[src/rtl/alu_cmd_dispatcher.sv]
// Command FIFO and issue sequencer feeding the fixed-point ALU; matrix ops go out as one burst.
// Optional watchdog on the completion wait is enabled with `define ALU_DISP_TIMEOUT_EN.
module alu_cmd_dispatcher #(
  parameter int unsigned INST_W    = 4,
  parameter int unsigned DATA_W    = 16,
  parameter int unsigned DEPTH     = 16,
  parameter int unsigned MAT_BEATS = 8
`ifdef ALU_DISP_TIMEOUT_EN
  ,
  parameter int unsigned TIMEOUT_CYC = 64
`endif
) (
  input  logic                       i_clk,
  input  logic                       i_rst_n,
  input  logic                       i_cmd_valid,
  output logic                       o_cmd_ready,
  input  logic [INST_W-1:0]          i_cmd_inst,
  input  logic [DATA_W-1:0]          i_cmd_a,
  input  logic [DATA_W-1:0]          i_cmd_b,
  output logic                       o_alu_valid,
  input  logic                       i_alu_busy,
  output logic [INST_W-1:0]          o_alu_inst,
  output logic [DATA_W-1:0]          o_alu_a,
  output logic [DATA_W-1:0]          o_alu_b,
  input  logic                       i_alu_out_valid,
  output logic [$clog2(DEPTH):0]     o_level,
  output logic                       o_idle,
  output logic                       o_timeout
);

  localparam int unsigned AW = $clog2(DEPTH);
  localparam int unsigned LW = AW + 1;
  localparam int unsigned CW = $clog2(MAT_BEATS + 1);
  localparam logic [INST_W-1:0] MAT_INST = INST_W'(9);

  localparam logic [1:0] S_IDLE  = 2'd0;
  localparam logic [1:0] S_BURST = 2'd1;
  localparam logic [1:0] S_WAIT  = 2'd2;

  logic [INST_W-1:0] r_mem_inst [DEPTH];
  logic [DATA_W-1:0] r_mem_a    [DEPTH];
  logic [DATA_W-1:0] r_mem_b    [DEPTH];

  logic [AW-1:0]     r_wr_ptr;
  logic [AW-1:0]     r_rd_ptr;
  logic [LW-1:0]     r_level;
  logic              r_cmd_ready;
  logic              r_idle;
  logic [1:0]        r_state;
  logic [CW-1:0]     r_beat_cnt;
  logic              r_seen_ov;
  logic              r_alu_valid;
  logic [INST_W-1:0] r_alu_inst;
  logic [DATA_W-1:0] r_alu_a;
  logic [DATA_W-1:0] r_alu_b;

  logic              w_push;
  logic              w_pop;
  logic              w_empty;
  logic              w_head_mat;
  logic [1:0]        w_state_nxt;
  logic [CW-1:0]     w_cnt_nxt;
  logic              w_seen_nxt;
  logic [LW-1:0]     w_level_nxt;

`ifdef ALU_DISP_TIMEOUT_EN
  localparam int unsigned TW = $clog2(TIMEOUT_CYC) + 1;
  logic [TW-1:0]     r_wait_cnt;
  logic              r_timeout;
  logic              w_timeout_set;
`endif

  assign w_push     = i_cmd_valid && r_cmd_ready;
  assign w_empty    = (r_level == '0);
  assign w_head_mat = (r_mem_inst[r_rd_ptr] == MAT_INST);

  // Issue sequencing: single beats from S_IDLE, matrix groups only once fully buffered
  always_comb begin
    w_state_nxt = r_state;
    w_pop       = 1'b0;
    w_cnt_nxt   = r_beat_cnt;
    w_seen_nxt  = r_seen_ov;
`ifdef ALU_DISP_TIMEOUT_EN
    w_timeout_set = 1'b0;
`endif
    case (r_state)
      S_IDLE: begin
        if (!w_empty && !i_alu_busy) begin
          if (!w_head_mat) begin
            w_pop       = 1'b1;
            w_state_nxt = S_WAIT;
          end else if (r_level >= LW'(MAT_BEATS)) begin
            w_cnt_nxt   = '0;
            w_state_nxt = S_BURST;
          end
        end
      end
      S_BURST: begin
        w_pop     = 1'b1;
        w_cnt_nxt = r_beat_cnt + CW'(1);
        if (r_beat_cnt == CW'(MAT_BEATS - 1)) begin
          w_state_nxt = S_WAIT;
        end
      end
      S_WAIT: begin
        if (i_alu_out_valid) begin
          w_seen_nxt = 1'b1;
        end
        if (r_seen_ov && !i_alu_busy) begin
          w_seen_nxt  = 1'b0;
          w_state_nxt = S_IDLE;
        end
`ifdef ALU_DISP_TIMEOUT_EN
        else if (r_wait_cnt == TW'(TIMEOUT_CYC - 1)) begin
          w_seen_nxt    = 1'b0;
          w_timeout_set = 1'b1;
          w_state_nxt   = S_IDLE;
        end
`endif
      end
      default: w_state_nxt = S_IDLE;
    endcase
  end

  always_comb begin
    w_level_nxt = r_level;
    if (w_push && !w_pop) begin
      w_level_nxt = r_level + LW'(1);
    end else if (!w_push && w_pop) begin
      w_level_nxt = r_level - LW'(1);
    end
  end

  // Storage array carries no reset; validity is tracked by the pointers and level
  always_ff @(posedge i_clk) begin
    if (w_push) begin
      r_mem_inst[r_wr_ptr] <= i_cmd_inst;
      r_mem_a[r_wr_ptr]    <= i_cmd_a;
      r_mem_b[r_wr_ptr]    <= i_cmd_b;
    end
  end

  always_ff @(posedge i_clk or negedge i_rst_n) begin
    if (!i_rst_n) begin
      r_state     <= S_IDLE;
      r_beat_cnt  <= '0;
      r_seen_ov   <= 1'b0;
      r_wr_ptr    <= '0;
      r_rd_ptr    <= '0;
      r_level     <= '0;
      r_cmd_ready <= 1'b1;
      r_idle      <= 1'b1;
      r_alu_valid <= 1'b0;
      r_alu_inst  <= '0;
      r_alu_a     <= '0;
      r_alu_b     <= '0;
    end else begin
      r_state     <= w_state_nxt;
      r_beat_cnt  <= w_cnt_nxt;
      r_seen_ov   <= w_seen_nxt;
      r_level     <= w_level_nxt;
      r_cmd_ready <= (w_level_nxt != LW'(DEPTH));
      r_idle      <= (w_level_nxt == '0) && (w_state_nxt == S_IDLE);
      r_alu_valid <= w_pop;
      if (w_push) begin
        r_wr_ptr <= r_wr_ptr + AW'(1);
      end
      if (w_pop) begin
        r_rd_ptr   <= r_rd_ptr + AW'(1);
        r_alu_inst <= r_mem_inst[r_rd_ptr];
        r_alu_a    <= r_mem_a[r_rd_ptr];
        r_alu_b    <= r_mem_b[r_rd_ptr];
      end
    end
  end

`ifdef ALU_DISP_TIMEOUT_EN
  // Watchdog counts consecutive cycles spent waiting for completion
  always_ff @(posedge i_clk or negedge i_rst_n) begin
    if (!i_rst_n) begin
      r_wait_cnt <= '0;
      r_timeout  <= 1'b0;
    end else begin
      if (r_state == S_WAIT && w_state_nxt == S_WAIT) begin
        r_wait_cnt <= r_wait_cnt + TW'(1);
      end else begin
        r_wait_cnt <= '0;
      end
      if (w_timeout_set) begin
        r_timeout <= 1'b1;
      end
    end
  end

  assign o_timeout = r_timeout;
`else
  assign o_timeout = 1'b0;
`endif

  assign o_cmd_ready = r_cmd_ready;
  assign o_alu_valid = r_alu_valid;
  assign o_alu_inst  = r_alu_inst;
  assign o_alu_a     = r_alu_a;
  assign o_alu_b     = r_alu_b;
  assign o_level     = r_level;
  assign o_idle      = r_idle;

endmodule
[config.mk]
export PLATFORM = sky130hd
export DESIGN_NAME = alu_cmd_dispatcher
export DESIGN_NICKNAME = d
export VERILOG_FILES = /design/src/rtl/alu_cmd_dispatcher.sv
export SDC_FILE = /design/constraint.sdc
export NUM_CORES = 1
export LEC_CHECK = 0
export ABC_AREA = 1
export BUFFER_PORTS_ARGS = -buffer_cell sky130_fd_sc_hd__buf_2
export CAP_MARGIN = 20
export CORE_ASPECT_RATIO = 1.1
export CORE_MARGIN = 1.5
export CORE_UTILIZATION = 40
export DETAILED_ROUTE_END_ITERATION = 16
export HOLD_SLACK_MARGIN = 0.02
export PLACE_DENSITY = 0.59
export REMOVE_ABC_BUFFERS = 1
export SLEW_MARGIN = 25
export SYNTH_ARGS = -nofsm -noshare
export SYNTH_HDL_FRONTEND = slang
export SYNTH_SLANG_ARGS = --single-unit
[constraint.sdc]
create_clock -name i_clk -period 11.2 [get_ports i_clk]
set_input_delay 2.8 -clock i_clk [delete_from_list [all_inputs] [get_ports i_clk]]
set_output_delay 2.8 -clock i_clk [all_outputs]
set_load 0.05 [all_outputs]
==> metrics.log <==
INFO  metric dpl_cell_area = 0.0265 sq mm
INFO  metric final_design_area_no_fill = 0.0284 sq mm
INFO  metric cap_viol_max_count = 0
INFO  metric clock_path_buffers = 3
INFO  metric final-setup-viol-count = 0
INFO  metric htree_levels = 2
INFO  metric root_buffer = sky130_fd_sc_hd__clkbuf_16
INFO  metric cpLargestDelayFamily = simple AND/OR/NAND/NOR gates
INFO  metric clk-insertion-delay-late = 0.65 ns
INFO  metric synth_sequential_area_ratio = 75.0%
INFO  metric fin_skew = about 0.030 ns
INFO  metric finalCriticalPeriod = 4.70 ns
INFO  metric min_period_over_period = 41.9%
INFO  metric synth_compound_area_share = 10.9%
INFO  metric routed-via-count = 15700
INFO  metric tritoncts = built
INFO  metric coreArea = 0.0621 sq mm
INFO  metric critical_path.max_stage_delay = ~0.6 ns
INFO  metric dpl.hpwl = 36.6 mm
INFO  metric row_count = 96
INFO  metric io_pins = 86
INFO  metric worst_hold_startpoint = o_alu_b[9]
INFO  metric final.setup.tns = 0 ns
INFO  metric largest_family_of_logic_cells_by_synthesized_area = compound AO/OA/AOI/OAI gates
INFO  metric first_pass_iters = 11
INFO  metric whs_path_depth = 1
INFO  metric synth_async_sr_flop_share = between 9 and 10%
INFO  metric overall_die_area = 0.0641 sq mm
INFO  metric final_layout_size_suffix_gt1_share = 13.2%
INFO  metric postCtsResizedCells = 0
INFO  metric synth.area.mux_share = 1.44%
INFO  metric synthesis.area = approximately 0.025 sq mm
INFO  metric report.final.slew_viol_count = 0
INFO  metric grt.total_usage = between 20 and 25%
INFO  metric yosys.area_share.xor_xnor = 0.385%
INFO  metric critical-path-top-cell-by-count = sky130_fd_sc_hd__nand2_1
INFO  metric finalHoldViolCount = 0
INFO  metric crit_fanout = 21
INFO  metric run_status = finished, violations left
INFO  metric clkTransAtPathRegs = 0.06 ns
INFO  metric timing.hold.worst.class = flop to flop
INFO  metric post_synth_and_or_nand_nor_area_fraction = 8.84%
INFO  metric worst_pin_slew = 1.02 ns
INFO  metric reg2reg_setup_slack = about 6.6 ns
INFO  metric vias_in_the_first_global_route = 15600
INFO  metric ff2ff_path_depth = 17
INFO  metric synth_register_bits = 635
INFO  metric post-cts-setup-buffer-count = 0
INFO  metric initial_utilization = between 40% and 50%
INFO  metric grt_antenna_before_repair = 2
INFO  metric global_route.overflow_total = 0
INFO  metric synth_flop_cell = sky130_fd_sc_hd__edfxtp_1
INFO  metric crit_path_start_kind = input pin
INFO  metric worstSetupEndpointType = flop
INFO  metric vdd_drop_max = 0.000140 V
INFO  metric layout_overhead_on_the_synthesized_area = 13.4%
INFO  metric final_cell_mix = 576 x sky130_fd_sc_hd__edfxtp_1, 368 x sky130_fd_sc_hd__nor2_1, 296 x sky130_fd_sc_hd__o21ai_0
INFO  metric post_synth_main_area_contributors = sky130_fd_sc_hd__edfxtp_1 69%, sky130_fd_sc_hd__o21ai_0 5.9%, sky130_fd_sc_hd__nor2_1 5.7%
INFO  metric path_cells = buf_2, nand2_1, inv_1, nand2_1, nor2_4, buf_4
INFO  metric timing.rr.end = o_idle
INFO  metric die-height = 265 microns
INFO  metric finish.net_count = 2022
INFO  metric synth_largest_type_area_fraction = 69.1%
INFO  metric ys_types = 35
INFO  metric cts-hold-fix-buffers = 0
INFO  metric input_output_buffers = 84
INFO  metric routed_wl = 64.1 mm
INFO  metric failed_checks = design-rule violations
INFO  metric leakagePower = between 9 and 10 nW
INFO  metric width_of_the_chip = 241 microns
INFO  metric n_fill_cell = 5521
INFO  metric netlist_instances = 1918
INFO  metric power.density = between 200 and 300 mW/mm^2
INFO  metric numClockSinks = 635
INFO  metric dr.first_iter.drc_count = 1735
INFO  metric critical_path.n_buffers_inverters = 3
INFO  metric synth_enable_flop_cells = 576
INFO  metric route.detailed.wl_per_inst = 22.4 microns
INFO  metric end_of_the_worst_hold_path = o_alu_b[9]
INFO  metric reg2reg_from = r_rd_ptr[1]
INFO  metric antenna_left = 0
INFO  metric cpMaxStageDelayCell = sky130_fd_sc_hd__nor2_4
INFO  metric maxClockFrequency = roughly 210 MHz
INFO  metric rsz0062_at_grt = false
INFO  metric largest_net_degree_at_the_start_of_global_routing = 106
INFO  metric worstPathRequired = 11.48 ns
INFO  metric synthesis.yosys.warnings = 0
INFO  metric timing.max_slew.rel_slack = around 32%
INFO  metric fin_total_pwr = just under 8 mW
INFO  metric synth.avg_cell_area = 13.0 sq um
INFO  metric route.detailed.drc = 1
INFO  metric netlist.top_cell.by_area = sky130_fd_sc_hd__edfxtp_1
INFO  metric layout.cells.most_common = sky130_fd_sc_hd__edfxtp_1
INFO  metric cts_made_buffers = 61
INFO  metric weighted_congestion_reported_at_the_end_of_routability_driven_placement = 0.809
INFO  metric worst-endpoint-arrival = roughly 5.0 ns
INFO  metric fraction_of_the_mapped_netlist_area_in_adder_cells = 0.450%
INFO  metric grt_pass1_wl = 97.8 mm
INFO  metric route.detailed.vias_per_inst = roughly 5.5
INFO  metric worstSetupPathType = input pin to flop
==> power by group <==
part,total [mW],internal [mW],leakage [nW],switching [mW]
clock,1.97,1.08,0.915,0.892
combinational,2.73,0.749,2.74,1.98
sequential,3.04,2.89,5.89,0.146
==> registers in the layout, summed over array words and instances, names as in the netlist <==
name / flops
o_alu_valid: 1
o_cmd_ready: 1
o_alu_b: 16
o_level: 5
r_beat_cnt: 4
r_mem_inst: 64
o_alu_inst: 4
r_rd_ptr: 4
r_state: 2
r_mem_a: 256
r_seen_ov: 1
o_alu_a: 16
r_mem_b: 256
o_idle: 1
r_wr_ptr: 4
==> per-stage QoR <==
step	util, %	hold WS (ns)	cells	worst slack, ns
CTS	45.7	0.508	2858	6.48
global placement	42.2	0.489	2733	5.82
floorplan	-	0.471	1793	2.48
finish	45.7	0.502	2859	6.50
global route	45.7	0.519	2859	6.17
detailed placement	42.6	0.493	2742	5.80
==> worst max-delay path by stage <==
stage	start	endpoint	slack, ns	depth (start not counted)
finish	i_cmd_valid	r_mem_b[2][15]	6.50	6
global route	r_rd_ptr[1]	o_idle	6.17	17
CTS	i_cmd_valid	r_mem_a[2][12]	6.48	6
detailed placement	i_cmd_valid	r_mem_b[2][1]	5.80	6
global placement	i_cmd_valid	r_mem_a[6][7]	5.82	5
floorplan	r_rd_ptr[0]	o_idle	2.48	16
==> kinds of logic (layout without fill, tap and decap cells) <==
family	after synthesis	count (layout)
and+or+nand+nor	560	560
buffers and inverters	171	278
xor gates and xnor gates	11	11
adders and majority gates	9	9
muxes	32	32
other	1	2
AOI/OAI and AO/OA	499	499
DFF	635	635
==> layout make-up <==
class	instances	area [sq um]	share of cell area (%)
sequential	635	18800	66.2
clock inverter	37	308	1.08
antenna	1	2.50	0.00882
clock buffer	79	1590	5.62
inverter	46	179	0.630
multi-input combinational	1112	5630	19.9
timing repair buffer	116	835	2.94
tap	833	1040	3.67
==> worst reg2reg max path, delay by kind of cell (launching register included) <==
kind,cells,cell delay (ns)
AND/OR/NAND/NOR,14,2.14
buffers and inverters,2,1.61
flip-flops,1,0.73
AO/OA/AOI/OAI,1,0.08
==> cell usage after synthesis, types with 3 or more instances <==
| cell type | n |
|---|---|
| sky130_fd_sc_hd__buf_4 | 7 |
| sky130_fd_sc_hd__o22ai_1 | 155 |
| sky130_fd_sc_hd__o21ai_1 | 27 |
| sky130_fd_sc_hd__nor3_1 | 5 |
| sky130_fd_sc_hd__nor2_2 | 3 |
| sky130_fd_sc_hd__buf_6 | 6 |
| sky130_fd_sc_hd__buf_1 | 4 |
| sky130_fd_sc_hd__nand2_2 | 3 |
| sky130_fd_sc_hd__clkbuf_1 | 95 |
| sky130_fd_sc_hd__nand3_2 | 3 |
| sky130_fd_sc_hd__nand4_1 | 3 |
| sky130_fd_sc_hd__nand2_1 | 125 |
| sky130_fd_sc_hd__nor2_1 | 382 |
| sky130_fd_sc_hd__ha_1 | 9 |
| sky130_fd_sc_hd__nand3_1 | 33 |
| sky130_fd_sc_hd__dfrtp_1 | 57 |
| sky130_fd_sc_hd__inv_2 | 4 |
| sky130_fd_sc_hd__a21oi_1 | 7 |
| sky130_fd_sc_hd__o32ai_1 | 7 |
| sky130_fd_sc_hd__mux2_2 | 32 |
| sky130_fd_sc_hd__xor2_1 | 11 |
| sky130_fd_sc_hd__inv_1 | 41 |
| sky130_fd_sc_hd__o21ai_0 | 296 |
| sky130_fd_sc_hd__edfxtp_1 | 576 |
| sky130_fd_sc_hd__buf_2 | 12 |
| sky130_fd_sc_hd__a31oi_1 | 4 |
==> metal layers <==
metal  track usage (%)  routed length [microns]  vias up
li1                  -                        -     7130
met1              27.6                    27200     7971
met2              34.4                    32100      525
met3              2.81                     3550       88
met4              4.71                     1270        2
met5                 0                       13        -
Power figures use the tool's default switching activity.
